$ cat config.mk
export PLATFORM = sky130hd
export DESIGN_NAME = fwd_hazard_unit
export DESIGN_NICKNAME = d
export VERILOG_FILES = /design/src/rtl/fwd_pkg.sv /design/src/rtl/load_use_stall_fsm.sv /design/src/rtl/fwd_hazard_unit.sv
export SDC_FILE = /design/constraint.sdc
export NUM_CORES = 1
export LEC_CHECK = 0
export BUFFER_PORTS_ARGS = -buffer_cell sky130_fd_sc_hd__buf_2
export CORE_UTILIZATION = 38
export DETAILED_ROUTE_END_ITERATION = 8
export PLACE_DENSITY = 0.85
export SYNTH_ARGS = -nofsm -noshare
export SYNTH_HDL_FRONTEND = slang
export SYNTH_SLANG_ARGS = --single-unit
$ cat constraint.sdc
create_clock -name i_clk -period 2.3 [get_ports i_clk]
set_input_delay 0.46 -clock i_clk [delete_from_list [all_inputs] [get_ports i_clk]]
set_output_delay 0.46 -clock i_clk [all_outputs]
set_load 0.03 [all_outputs]
$ cat src/rtl/fwd_pkg.sv
// Shared types and helpers for the forwarding / load-use hazard unit.
package fwd_pkg;

  // Operand select value meaning "take the register file read data".
  localparam logic [2:0] FWD_SEL_RF = 3'd0;

  // Widest forwarding-source chain the select helper understands.
  localparam int MAX_FWD_STAGES = 4;

  // Load-use stall FSM states.
  typedef enum logic {
    IDLE  = 1'b0,
    STALL = 1'b1
  } stall_state_e;

  // Priority encode per-stage hits: the nearest stage (lowest index) wins,
  // stage k maps to select value k+1, no hit maps to the register file.
  function automatic logic [2:0] stage_sel(input logic [MAX_FWD_STAGES-1:0] hits);
    logic [2:0] sel;
    sel = FWD_SEL_RF;
    for (int k = MAX_FWD_STAGES - 1; k >= 0; k--) begin
      if (hits[k]) sel = 3'(k + 1);
    end
    return sel;
  endfunction

endpackage

$ cat src/rtl/load_use_stall_fsm.sv
// Load-use stall sequencer: holds PC/IF-ID and bubbles ID/EX for LOAD_LAT
// cycles per detected hazard. A flush always wins and returns to IDLE.
// Optional macro FWD_HAZARD_PERF_EN adds saturating stall/event counters.
module load_use_stall_fsm
  import fwd_pkg::*;
#(
  parameter  int LOAD_LAT = 1,
  localparam int CNT_W    = $clog2(LOAD_LAT + 1)
) (
  input  logic         i_clk,
  input  logic         i_rst_n,
  input  logic         i_hz,
  input  logic         i_flush,
  output logic         o_stall,
  output logic         o_bubble,
  output stall_state_e o_state
`ifdef FWD_HAZARD_PERF_EN
  ,
  output logic [31:0]  o_stall_cycles,
  output logic [31:0]  o_load_use_events
`endif
);

  localparam logic [CNT_W-1:0] CNT_LOAD = CNT_W'(LOAD_LAT - 1);
  localparam logic [CNT_W-1:0] CNT_ONE  = CNT_W'(1);

  stall_state_e     state, state_nxt;
  logic [CNT_W-1:0] cnt, cnt_nxt;
  logic             stall_c;

  // State and remaining-stall counter registers.
  always_ff @(posedge i_clk) begin
    if (!i_rst_n) begin
      state <= IDLE;
      cnt   <= '0;
    end else begin
      state <= state_nxt;
      cnt   <= cnt_nxt;
    end
  end

  // Next state and stall request. The first stall cycle is raised from IDLE
  // in the same cycle the hazard is seen; STALL covers the remaining cycles
  // and ignores hz because ID is frozen behind the bubble.
  always_comb begin
    state_nxt = state;
    cnt_nxt   = cnt;
    stall_c   = 1'b0;
    if (i_flush) begin
      state_nxt = IDLE;
      cnt_nxt   = '0;
    end else begin
      case (state)
        IDLE: begin
          if (i_hz) begin
            stall_c   = 1'b1;
            cnt_nxt   = CNT_LOAD;
            state_nxt = (LOAD_LAT > 1) ? STALL : IDLE;
          end
        end
        STALL: begin
          stall_c = 1'b1;
          cnt_nxt = cnt - CNT_ONE;
          if (cnt == CNT_ONE) state_nxt = IDLE;
        end
        default: begin
          state_nxt = IDLE;
          cnt_nxt   = '0;
        end
      endcase
    end
  end

  // Outputs are held low while reset is asserted.
  assign o_stall  = stall_c & i_rst_n;
  assign o_bubble = stall_c & i_rst_n;
  assign o_state  = state;

`ifdef FWD_HAZARD_PERF_EN
  logic lu_event;
  assign lu_event = (state == IDLE) & i_hz & ~i_flush;

  // Saturating performance counters.
  always_ff @(posedge i_clk) begin
    if (!i_rst_n) begin
      o_stall_cycles    <= '0;
      o_load_use_events <= '0;
    end else begin
      if (o_stall && (o_stall_cycles != 32'hFFFF_FFFF))
        o_stall_cycles <= o_stall_cycles + 32'd1;
      if (lu_event && (o_load_use_events != 32'hFFFF_FFFF))
        o_load_use_events <= o_load_use_events + 32'd1;
    end
  end
`endif

endmodule

$ cat src/rtl/fwd_hazard_unit.sv
// N-stage forwarding select, MEM-to-MEM store-data forwarding and
// load-use hazard stall control, sitting beside the ID/EX register.
// Optional macro FWD_HAZARD_PERF_EN exposes stall/event counters.
//
// Stall contract: while o_stall is high the PC and IF/ID hold their value;
// while o_bubble is high ID/EX loads a NOP. Both are asserted together for
// LOAD_LAT consecutive cycles per load-use event; i_flush drops them at once.
module fwd_hazard_unit
  import fwd_pkg::*;
#(
  parameter  int REG_ADDR_W     = 5,
  parameter  int NUM_FWD_STAGES = 2,
  parameter  int LOAD_LAT       = 1,
  localparam int SEL_W          = $clog2(NUM_FWD_STAGES + 1)
) (
  input  logic                                 i_clk,
  input  logic                                 i_rst_n,
  input  logic [REG_ADDR_W-1:0]                i_id_rs1,
  input  logic [REG_ADDR_W-1:0]                i_id_rs2,
  input  logic                                 i_id_uses_rs1,
  input  logic                                 i_id_uses_rs2,
  input  logic                                 i_id_is_store,
  input  logic [REG_ADDR_W-1:0]                i_idex_rd,
  input  logic                                 i_idex_memread,
  input  logic [REG_ADDR_W-1:0]                i_idex_rs1,
  input  logic [REG_ADDR_W-1:0]                i_idex_rs2,
  input  logic [NUM_FWD_STAGES*REG_ADDR_W-1:0] i_stg_rd,
  input  logic [NUM_FWD_STAGES-1:0]            i_stg_regwrite,
  input  logic                                 i_exmem_memwrite,
  input  logic [REG_ADDR_W-1:0]                i_exmem_rs2,
  input  logic                                 i_memwb_memread,
  input  logic                                 i_flush,
  output logic [SEL_W-1:0]                     o_fwd_a,
  output logic [SEL_W-1:0]                     o_fwd_b,
  output logic                                 o_fwd_store,
  output logic                                 o_stall,
  output logic                                 o_bubble,
  output stall_state_e                         o_stall_state
`ifdef FWD_HAZARD_PERF_EN
  ,
  output logic [31:0]                          o_stall_cycles,
  output logic [31:0]                          o_load_use_events
`endif
);

  // Only a 1-cycle load can hand its data to a directly following store
  // through the MEM stage store-data mux, so only then is the store exempt.
  localparam logic STORE_EXEMPT_EN = (LOAD_LAT == 1);

  logic [MAX_FWD_STAGES-1:0] hit_a, hit_b;
  logic [REG_ADDR_W-1:0]     memwb_rd;
  logic                      rs1_match, rs2_match, rs2_exempt, hz;

  // Per-stage operand match; stages beyond NUM_FWD_STAGES never hit.
  for (genvar k = 0; k < MAX_FWD_STAGES; k++) begin : g_hit
    if (k < NUM_FWD_STAGES) begin : g_used
      logic [REG_ADDR_W-1:0] stg_rd_k;
      logic                  live_k;
      assign stg_rd_k = i_stg_rd[k*REG_ADDR_W +: REG_ADDR_W];
      assign live_k   = i_stg_regwrite[k] & (stg_rd_k != '0);
      assign hit_a[k] = live_k & (stg_rd_k == i_idex_rs1);
      assign hit_b[k] = live_k & (stg_rd_k == i_idex_rs2);
    end else begin : g_unused
      assign hit_a[k] = 1'b0;
      assign hit_b[k] = 1'b0;
    end
  end

  assign o_fwd_a = SEL_W'(stage_sel(hit_a));
  assign o_fwd_b = SEL_W'(stage_sel(hit_b));

  // Store in MEM takes its data from the load now in WB (stage 1).
  assign memwb_rd    = i_stg_rd[REG_ADDR_W +: REG_ADDR_W];
  assign o_fwd_store = i_exmem_memwrite & i_memwb_memread & (memwb_rd != '0) &
                       (memwb_rd == i_exmem_rs2) & i_stg_regwrite[1];

  // Load-use hazard detect against the instruction in ID.
  assign rs1_match  = (i_id_rs1 == i_idex_rd);
  assign rs2_match  = (i_id_rs2 == i_idex_rd);
  assign rs2_exempt = i_id_is_store & STORE_EXEMPT_EN & ~rs1_match;
  assign hz = i_idex_memread & (i_idex_rd != '0) &
              ((i_id_uses_rs1 & rs1_match) |
               (i_id_uses_rs2 & rs2_match & ~rs2_exempt));

  load_use_stall_fsm #(
    .LOAD_LAT (LOAD_LAT)
  ) u_stall_fsm (
    .i_clk             (i_clk),
    .i_rst_n           (i_rst_n),
    .i_hz              (hz),
    .i_flush           (i_flush),
    .o_stall           (o_stall),
    .o_bubble          (o_bubble),
    .o_state           (o_stall_state)
`ifdef FWD_HAZARD_PERF_EN
    ,
    .o_stall_cycles    (o_stall_cycles),
    .o_load_use_events (o_load_use_events)
`endif
  );

endmodule

==> flow_summary.toml <==
[run_status]
status = "finished clean"

[floorplanning]
core_area_sq_mm = 0.00137
die_h_microns = 41.2
die_area_sq_mm = 0.00169
start_util_pct = 42.7
ios = 59
die_w_microns = 41.2
core.rowCount = 13

[yosys]
ys_types = 26
syn-cell-area_sq_um = 583
syn_nets = 126
yosysWarnings = 0
yosysSeqAreaShare_pct = 6.87
synthCells = 75
avgSynthCellArea_sq_um = 7.77
yosys_register_bits = 2

[worst_setup_path]
end_kind = "output pin"
start_kind = "input port"
critPathMaxFanout = 5
arrival_ps = 1790
worstPathRequired_ps = 1840
critPathKind = "in2out"

[pwr]
p_per_area_mw_per_mm2 = 264
vdd_drop_max_mv = 0.231
totalPowerFinal_mw = 0.264
p_leak_nw = 0.493

[placement]
dp_cells = 151
gp_congestion = 0.654
placed_cell_area_sq_um = 948
place_ws_ps = -55.9
dp_hpwl_mm = 1.71
portBuffers = 58

[drt]
wl_mm = 1.93
num_vias = 796
drtIter0Drc = 9
first_pass_iters = 4
vias_per_cell = 5.17
wl_per_cell_microns = 12.5
detail-route-antenna-nets = 0
drc = 0

[clock_tree]
hold_buffers = 0
ctsRootBufferMaster = "clkbuf_4"
clk_pin_slew_ps = 30
clock_path_buffers = 2
numCtsBuffers = 3
clk_latency_ps = 220
h-tree-depth = 1
cts_num_sinks = 2
cts_setup_buffers = 0
cts_tree = "yes"

[cells_and_area]
regArea_sq_um = 40.0
fillCellCount = 116
layout-drive-gt1-share_pct = 54.0
antennaDiodeCount = 0
nets = 192
final_cells = 154
synthToLayoutAreaGrowth_pct = 71.7
multiInputGateArea_sq_um = 569
fin_area_sq_mm = 0.00100

[timing]
slew_headroom_pct = 71.8
clock.fmax_mhz = 444
worst_pin_slew_ps = 420
final-setup-viol-count = 0
finalHoldViolCount = 0
fin_crit_sh_pct = 97.9
fin_ws_ps = 48.3
tns_ps = 0
min_period_ps = 2250
finalMaxSlewViolations = 0
fin_worst_skew_ps = 4.07
rsz0062_at_grt = "no"

[grt]
grt_max_degree = 6
grt_use_total_pct = 23.8
gr-total-overflow = 0
grt_pass1_wl_mm = 2.72
antenna_found_initial = 0
grt_pass1_vias = 736

[hold_path]
hp-class = "reg2reg"

[job]
max-cap-violations = 0
==> power breakdown <==
| group | total [mW] | internal (mW) | leakage (nW) | switching (mW) |
|---|---|---|---|---|
| registers | 0.0350 | 0.0350 | 0.0161 | 0 |
| clock network | 0.0767 | 0.0575 | 0.0138 | 0.0193 |
| logic | 0.152 | 0.0776 | 0.463 | 0.0745 |
| total | 0.264 | 0.170 | 0.493 | 0.0938 |
==> cell usage after synthesis <==
| master | instances | area, sq um |
|---|---|---|
| a21oi_1 | 1 | 5.00 |
| nor2_1 | 3 | 11.3 |
| nor3_1 | 2 | 10.0 |
| o221ai_1 | 1 | 8.76 |
| nor4_1 | 4 | 25.0 |
| or4_1 | 4 | 30.0 |
| nand2b_1 | 1 | 6.26 |
| dfxtp_1 | 2 | 40.0 |
| or4_4 | 1 | 11.3 |
| o21a_1 | 1 | 7.51 |
| o21ai_1 | 1 | 5.00 |
| buf_4 | 1 | 7.51 |
| o21ai_0 | 1 | 5.00 |
| xnor2_1 | 9 | 78.8 |
| nand3_1 | 2 | 10.0 |
| a22oi_1 | 1 | 7.51 |
| inv_1 | 4 | 15.0 |
| o211ai_1 | 1 | 7.51 |
| o211a_1 | 1 | 10.0 |
| o21ai_2 | 1 | 8.76 |
| and3_1 | 2 | 12.5 |
| xor2_1 | 23 | 201 |
| nor4_2 | 2 | 25.0 |
| nand2_1 | 4 | 15.0 |
| a21bo_2 | 1 | 10.0 |
| o2111ai_1 | 1 | 8.76 |
==> layout make-up <==
class	count	share of cell area [%]
clock buffer	3	2.25
inverter	4	1.50
multi-input combinational	68	56.9
sequential	2	4.00
tap	15	1.88
timing repair buffer	62	33.5
==> per-stage QoR <==
step           util (%)  hold WS [ps]
2_1_floorplan         -           446
6_report           73.3           482
4_1_cts            72.0           486
5_1_grt            73.3           519
3_5_place_dp       69.4           480
3_3_place_gp       69.4           469
==> worst max-delay path: stages <==
cell,delay [ps]
clkbuf_4,150
xor2_1,160
or4_4,550
nor4_4,300
buf_6,170
==> worst paths after layout <==
kind | start | endpoint | slack [ps] | depth (start not counted)
worst min register to register | u_stall_fsm.cnt | u_stall_fsm.o_state | 480 | 1
worst min-delay path | u_stall_fsm.cnt | u_stall_fsm.o_state | 480 | 1
worst max register to register | u_stall_fsm.cnt | u_stall_fsm.cnt | 1570 | 2
worst max-delay path | i_stg_rd[6] | o_fwd_b[1] | 50 | 5
==> sequential cells by signal, indices dropped and copies added (netlist names) <==
register	count
u_stall_fsm.cnt	1
u_stall_fsm.o_state	1
==> cells by family after synthesis <==
logic type,after synthesis,share of synthesized area (%)
XOR/XNOR,32,48.1
buffers and inverters,5,3.86
AO/OA/AOI/OAI,11,14.4
AND/OR/NAND/NOR,25,26.8
flip-flops,2,6.87
==> cell usage in the layout, fill, tap and decap left out, drive strengths merged <==
master,instances
xor2,23
a22oi,1
buf,61
o21a,1
a21bo,1
nand2b,1
nor2,3
o211a,1
nor4,6
xnor2,9
o21ai,3
clkbuf,4
a21oi,1
o221ai,1
o211ai,1
nor3,2
inv,4
and3,2
or4,5
nand2,4
o2111ai,1
dfxtp,2
nand3,2
==> timing repair <==
action | in CTS | in global routing
endpoints found under the setup margin | 2 | 2
resized for setup | 3 | 5
pin swaps | 0 | 5
hold endpoints to repair | 0 | 0
==> per-layer routing <==
| metal | global-route usage [%] | vias up | share of wire [%] |
|---|---|---|---|
| li1 | - | 396 | - |
| met1 | 21.7 | 351 | 35 |
| met2 | 52.7 | 47 | 57 |
| met3 | 1.63 | 2 | 7.3 |
| met4 | 7.26 | 0 | 0.31 |
| met5 | 0 | - | 0 |
Note: power is estimated with default switching activity, not from simulation.
